`src/rtl/mips_cpu_hilo_ctrl.sv`:
```
`default_nettype none
// ============================================================================
// Module      : mips_cpu_hilo_ctrl
// Description : Sequencer for the HI/LO multiply/divide unit. Accepts HI/LO
//               ops from execute, latches operands, models the iterative
//               latency with a down-counter and issues a one-cycle commit
//               strobe. Generates pipeline stalls, honours flush and flags
//               divide-by-zero without touching HI/LO.
// Revision    : 1.0 - initial release
// ============================================================================
module mips_cpu_hilo_ctrl #(
    parameter int MULT_CYCLES = 4,
    parameter int DIV_CYCLES  = 32
) (
    input  logic        clk_i,
    input  logic        rst_ni,
    input  logic        issue_valid_i,
    input  logic [2:0]  issue_op_i,
    input  logic [31:0] issue_a_i,
    input  logic [31:0] issue_b_i,
    output logic        issue_ready_o,
    input  logic        flush_i,
    input  logic        read_req_i,
    output logic        stall_o,
    output logic        busy_o,
    output logic [2:0]  unit_op_o,
    output logic [31:0] unit_a_o,
    output logic [31:0] unit_b_o,
    output logic        unit_write_o,
    output logic        done_o,
    output logic        div_zero_o
);

    typedef enum logic [1:0] {
        S_IDLE   = 2'd0,
        S_BUSY   = 2'd1,
        S_COMMIT = 2'd2
    } state_t;

    // Counter preload values: the counter reaches zero on the last BUSY cycle.
    localparam logic [5:0] c_MULT_LOAD = 6'(MULT_CYCLES - 1);
    localparam logic [5:0] c_DIV_LOAD  = 6'(DIV_CYCLES - 1);

    state_t      state_q;
    logic [5:0]  cnt_q;
    logic [2:0]  op_q;
    logic [31:0] a_q;
    logic [31:0] b_q;
    logic        div_zero_q;

    logic        w_idle;
    logic        w_accept;
    logic        w_is_arith;
    logic        w_is_mult;
    logic        w_is_mt;
    logic        w_b_zero;

    assign w_idle     = (state_q == S_IDLE);
    assign w_accept   = issue_valid_i && w_idle;
    // op[2]==0: DIVU/MULTU/DIV/MULT; op[0] selects multiply within that group.
    assign w_is_arith = !issue_op_i[2];
    assign w_is_mult  = w_is_arith && issue_op_i[0];
    // op 100/101 are MTHI/MTLO; 110/111 are reads and never occupy the unit.
    assign w_is_mt    = issue_op_i[2] && !issue_op_i[1];
    assign w_b_zero   = (issue_b_i == 32'd0);

    // Controller state, latency counter, operand latches and div-zero flag.
    always_ff @(posedge clk_i or negedge rst_ni) begin
        if (!rst_ni) begin
            state_q    <= S_IDLE;
            cnt_q      <= 6'd0;
            op_q       <= 3'd0;
            a_q        <= 32'd0;
            b_q        <= 32'd0;
            div_zero_q <= 1'b0;
        end else begin
            div_zero_q <= 1'b0;
            case (state_q)
                S_IDLE: begin
                    // Flush is ignored here: a squashed op arrives with valid low.
                    if (w_accept) begin
                        op_q <= issue_op_i;
                        a_q  <= issue_a_i;
                        b_q  <= issue_b_i;
                        if (w_is_mult) begin
                            state_q <= S_BUSY;
                            cnt_q   <= c_MULT_LOAD;
                        end else if (w_is_arith) begin
                            if (w_b_zero) begin
                                div_zero_q <= 1'b1;
                            end else begin
                                state_q <= S_BUSY;
                                cnt_q   <= c_DIV_LOAD;
                            end
                        end else if (w_is_mt) begin
                            state_q <= S_COMMIT;
                        end
                    end
                end
                S_BUSY: begin
                    if (flush_i) begin
                        state_q <= S_IDLE;
                        cnt_q   <= 6'd0;
                    end else if (cnt_q == 6'd0) begin
                        state_q <= S_COMMIT;
                    end else begin
                        cnt_q <= cnt_q - 6'd1;
                    end
                end
                S_COMMIT: begin
                    state_q <= S_IDLE;
                end
                default: begin
                    state_q <= S_IDLE;
                    cnt_q   <= 6'd0;
                end
            endcase
        end
    end

    // Outputs decoded from state; flush squashes the commit and div-zero pulses
    // in the very cycle it is seen.
    always_comb begin
        issue_ready_o = w_idle;
        busy_o        = !w_idle;
        stall_o       = (read_req_i && !w_idle) || (issue_valid_i && !w_idle);
        unit_write_o  = (state_q == S_COMMIT) && !flush_i;
        done_o        = (state_q == S_COMMIT) && !flush_i;
        div_zero_o    = div_zero_q && !flush_i;
        unit_op_o     = op_q;
        unit_a_o      = a_q;
        unit_b_o      = b_q;
    end

endmodule
`default_nettype wire

```
`config.mk`:
```
export PLATFORM = sky130hd
export DESIGN_NAME = mips_cpu_hilo_ctrl
export DESIGN_NICKNAME = d
export VERILOG_FILES = /design/src/rtl/mips_cpu_hilo_ctrl.sv
export SDC_FILE = /design/constraint.sdc
export NUM_CORES = 1
export LEC_CHECK = 0
export BUFFER_PORTS_ARGS = -buffer_cell sky130_fd_sc_hd__buf_4
export CAP_MARGIN = 20
export CORE_MARGIN = 2
export CORE_UTILIZATION = 44
export CTS_BUF_LIST = sky130_fd_sc_hd__clkbuf_8
export CTS_CLUSTER_DIAMETER = 60
export CTS_CLUSTER_SIZE = 14
export DETAILED_ROUTE_END_ITERATION = 8
export HOLD_SLACK_MARGIN = 0.12
export PLACE_DENSITY = 0.79
export SETUP_SLACK_MARGIN = 0.05
export SKIP_CTS_REPAIR_TIMING = 1
export SLEW_MARGIN = 20
export SYNTH_ARGS = -nofsm -noshare
export SYNTH_HDL_FRONTEND = slang
export SYNTH_SLANG_ARGS = --single-unit
```
`constraint.sdc`:
```
create_clock -name clk_i -period 1.55 [get_ports clk_i]
set_input_delay 0.3875 -clock clk_i [delete_from_list [all_inputs] [get_ports clk_i]]
set_output_delay 0.3875 -clock clk_i [all_outputs]
set_load 0.05 [all_outputs]
```
Word-level counts from Yosys, hierarchy flattened
Index checks and enable logic that the tools add are counted.
{ "totals": {"reg_bits": 76, "word_cells": 55} }
{ "op_classes": {"muxes": 20, "n_addsub": 1, "bitwise_logic": 1, "reduce_logical": 18, "n_eq_ne": 9} }
{ "ops": {"columns": ["op", "n"], "rows": [
  ["$mux W6", 6],
  ["$logic_not A32 Y1", 1],
  ["$pmux W6 S3", 1],
  ["$mux W2", 7],
  ["$ne A3 B3 Y1 const B", 3],
  ["$logic_and A1 B1 Y1", 7],
  ["$logic_not A6 Y1", 1],
  ["$sub A6 B1 Y6 const B", 1],
  ["$mux W1", 5],
  ["$reduce_and A5 Y1", 1],
  ["$logic_not A1 Y1", 4],
  ["$ne A4 B2 Y1 const B", 1],
  ["$ne A4 B4 Y1 const B", 1],
  ["$pmux W2 S2", 1],
  ["$reduce_and A4 Y1", 1],
  ["$ne A3 B2 Y1 const B", 1],
  ["$eq A2 B1 Y1 const B", 1],
  ["$eq A2 B2 Y1 const B", 1],
  ["$logic_not A2 Y1", 1],
  ["$ne A2 B1 Y1 const B", 1],
  ["$reduce_and A2 Y1", 1],
  ["$logic_or A1 B1 Y1", 1],
  ["$not A1 Y1", 1]
]} }

Logic depth before layout (Yosys ltp)
{ "logic_depth": {"ltp_word": 7, "ltp_mapped": 7, "depth_no_buf": 6} }

Worst setup path before layout
OpenSTA, ideal clock, no wires.
{ "synth_path": {"path_type": "reg2out", "start": "register state_q[0]", "end": "output port unit_write_o", "path_slack_ps": -911, "path_stages_with_launch": 4, "required_time_ps": 1162, "t_arrival_ps": 2073, "path_buffers": 2, "path_cell_list": "dfrtp_1 > buf_6 > nor3b_1 > buf_4"} }
{ "synth_via": {"elab_chain_cells": 2} }
{ "synth_lines": {"columns": ["element", "line", "text"], "rows": [
  ["from (decl)", "44", "state_t state_q;"],
  ["from (signal assigned)", "70", "state_q <= S_IDLE;"],
  ["from (signal assigned)", "86", "state_q <= S_BUSY;"],
  ["from (signal assigned)", "92", "state_q <= S_BUSY;"],
  ["$eq A2 B2 Y1", null, null],
  ["$logic_and A1 B1 Y1", null, null],
  ["to (decl)", "29", "output logic unit_write_o,"]
]} }
No other way between the ends.

Worst setup path after layout
{ "layout_path": {"start": "register state_q[1]", "end": "output port busy_o"} }
{ "layout_via": {"elab_chain_cells": 2} }
{ "layout_lines": {"columns": ["element", "line", "text"], "rows": [
  ["$logic_not A2 Y1", "58", "assign w_idle = (state_q == S_IDLE);"],
  ["$logic_not A1 Y1", "125", "busy_o = !w_idle;"],
  ["to (decl)", "25", "output logic busy_o,"]
]} }
No other way between the ends.

==> out/metrics.yaml <==
yosys:
  ys_seq_area_share_pct: 59.3
  syn_nets: 434
  synthCells: 360
  ys_types: 36
  ys_ff_latch: 76
  yosysWarnings: 0
  ys.flop_type: "dfrtp_1"
  synthArstFlopShare_pct: 100
  synth_enable_flop_cells: 0
  avgSynthCellArea_um2: 8.91
  synth.cell_area_um2: 3210
cts:
  clkSinkCount: 76
  cts_root_buf: "clkbuf_8"
  cts_max_level: 3
  cts_tree: "yes"
  cts_buffer_depth: 2
  clk_latency_ps: 360
  clkSlewWorstSetupHoldPaths_ps: 90
  numCtsBuffers: 9
timing:
  finalHoldWorstSlack_ps: 211
  max_clock_freq_mhz: 595
  final.setup_skew_ps: 16.6
  period_needed_ps: 1680
  fin_ws_ps: -130
  rsz0062_at_grt: "true"
  finalMaxSlewViolations: 0
  worstMarginPinSlew_ps: 460
  post-route-period-util_pct: 108
  hold_viol_final: 0
  setup_viol: 10
  slew_headroom_pct: 69.3
worst_setup_path:
  slowest_stage: "dfrtp_2"
  r2r_cells: 6
  crit_path_end_kind: "primary output"
  cpPeakStageDelay_ps: 440
  cp_num_cells: 4
  path_cells: "buf_6, nor2_4, inv_1, buf_6"
  crit_path_start_kind: "register"
  critPathArrivalTime_ps: 1290
  critPathTopFamily: "flip-flops"
  critPathKind: "register to primary output"
  crit_path_max_fanout: 4
  critPathBufInv: 3
  cpMostUsedCell: "buf_6"
  critPathRequiredTime_ps: 1160
detailed_routing:
  top_layer: "met4"
  drt_first_pass_iters: 5
  met1_length_um: 4010
  antenna_left: 0
  drt_iter0_markers: 163
  vias: 3196
  drc_errors: 0
  wl_met3_um: 717
  wl_met2_um: 4630
  wl_per_cell_um: 14.7
  drt-total-wl_um: 9530
  vias_per_cell: 4.93
final_layout:
  final_cell_mix: "nand2_1, buf_4, dfrtp_1"
  final_common_cell: "nand2_1"
  final_net_count: 618
  regArea_um2: 1900
  antennaDiodeCount: 0
  instances_no_fill: 648
  drive_gt1_share_pct: 40.4
  design_area_um2: 5050
  fillers: 575
  syn2layout_area_growth_pct: 57.4
  multi_input_area_um2: 1270
die:
  ios: 145
  rows: 31
  start_util_pct: 44.7
  die_x_um: 89.4
  die_area_um2: 7990
  core_area_um2: 7180
  die_y_um: 89.4
power:
  p_seq_share_pct: 35.8
  vdd.ir_drop.worst_mv: 0.844
  power.leakage_nw: 2.75
  clkPwrFrac_pct: 17.4
  p_per_area_nw_per_um2: 1480
  power_mw: 7.46
  power.internal_mw: 4.16
  switching_share_pct: 44.3
  pwr-share-comb_pct: 46.8
  p_sw_mw: 3.30
grt:
  grt_pass1_wl_um: 13200
  overflow: 0
  grt_max_degree: 38
  antenna_found_initial: 0
  gr-usage-all-layers_pct: 21.5
  grt_pass1_vias: 2884
run_status:
  violations: "negative setup slack"
  status: "finished with violations"
place:
  postPlaceCellArea_um2: 4600
  hpwl_um: 6340
  place.gp.congestion: 0.830
  placed_cells: 613
  io_buffers: 144
hold_path:
  hold_path.class: "primary input to register"
  hold_path_depth: 3
run:
  drv_cap: 0
tightest hold or removal path, stage by stage:
cell     delay (ps)
buf_4            70
nand2_1          40
nand2_1          40
routing by layer:
layer / track usage (%) / vias to the layer above
met4: 6.78 / 0
met3: 6.19 / 19
li1: - / 1518
met5: 0 / -
met2: 34.9 / 122
met1: 27.9 / 1537
final timing paths:
check | from | to | slack, ps
setup / recovery | state_q[1] | busy_o | -130
min in group asynchronous | rst_ni | unit_b_o[10] | 530
hold reg to reg | unit_a_o[6] | unit_a_o[6] | 480
hold / removal | issue_a_i[14] | unit_a_o[14] | 210
setup reg to reg | cnt_q[2] | cnt_q[3] | -70
max in group asynchronous | rst_ni | unit_b_o[23] | 490
flip-flops by register name, summed over array words and instances, names as in the netlist:
| name | count |
|---|---|
| cnt_q | 6 |
| div_zero_q | 1 |
| state_q | 2 |
| unit_a_o | 32 |
| unit_b_o | 32 |
| unit_op_o | 3 |
layout make-up:
class,count,area share [%]
inverter,4,0.297
sequential,76,37.7
tap,99,2.45
clock inverter,7,0.867
timing repair buffer,188,31.1
multi-input combinational,265,25.2
clock buffer,9,2.45
cell families after synthesis:
group           share of synthesized area (%)
flops                                    59.3
compound gates                           5.11
fa+ha+maj                               0.780
simple gates                             31.5
buf+inv                                  3.31
Yosys cell counts (all sizes together) (3+ instances only):
master | count | area share (%)
o22ai | 4 | 1.4
nor4 | 9 | 1.8
nand2 | 201 | 24
nor3b | 3 | 1.0
clkbuf | 7 | 0.82
o31ai | 3 | 0.70
buf | 10 | 2.0
dfrtp | 76 | 59
inv | 4 | 0.47
or3b | 3 | 0.82
nor2 | 9 | 1.2
a21oi | 5 | 0.90
nor3 | 4 | 0.94
o21ai | 5 | 0.90
nand3 | 3 | 0.47
power groups by stage:
stage | sequential, mW | combinational, mW | clock, mW
floorplan | 4.03 | 0.751 | 0
global placement | 2.68 | 3.20 | 0
detailed placement | 2.69 | 3.25 | 0
finish | 2.67 | 3.49 | 1.30
CTS | 2.66 | 3.26 | 1.33
global route | 2.73 | 3.68 | 1.42
through the flow:
step                      worst slack (ps)  setup TNS (ps)  util (%)
after floorplan                      -85.6           -2090         -
after global placement                -418           -2860      64.1
after detailed placement              -401           -2610      64.1
after CTS                             -277           -1550      66.5
after global routing                  -181           -2130      70.4
final                                 -130            -787      70.4
Power figures use the tool's default switching activity.
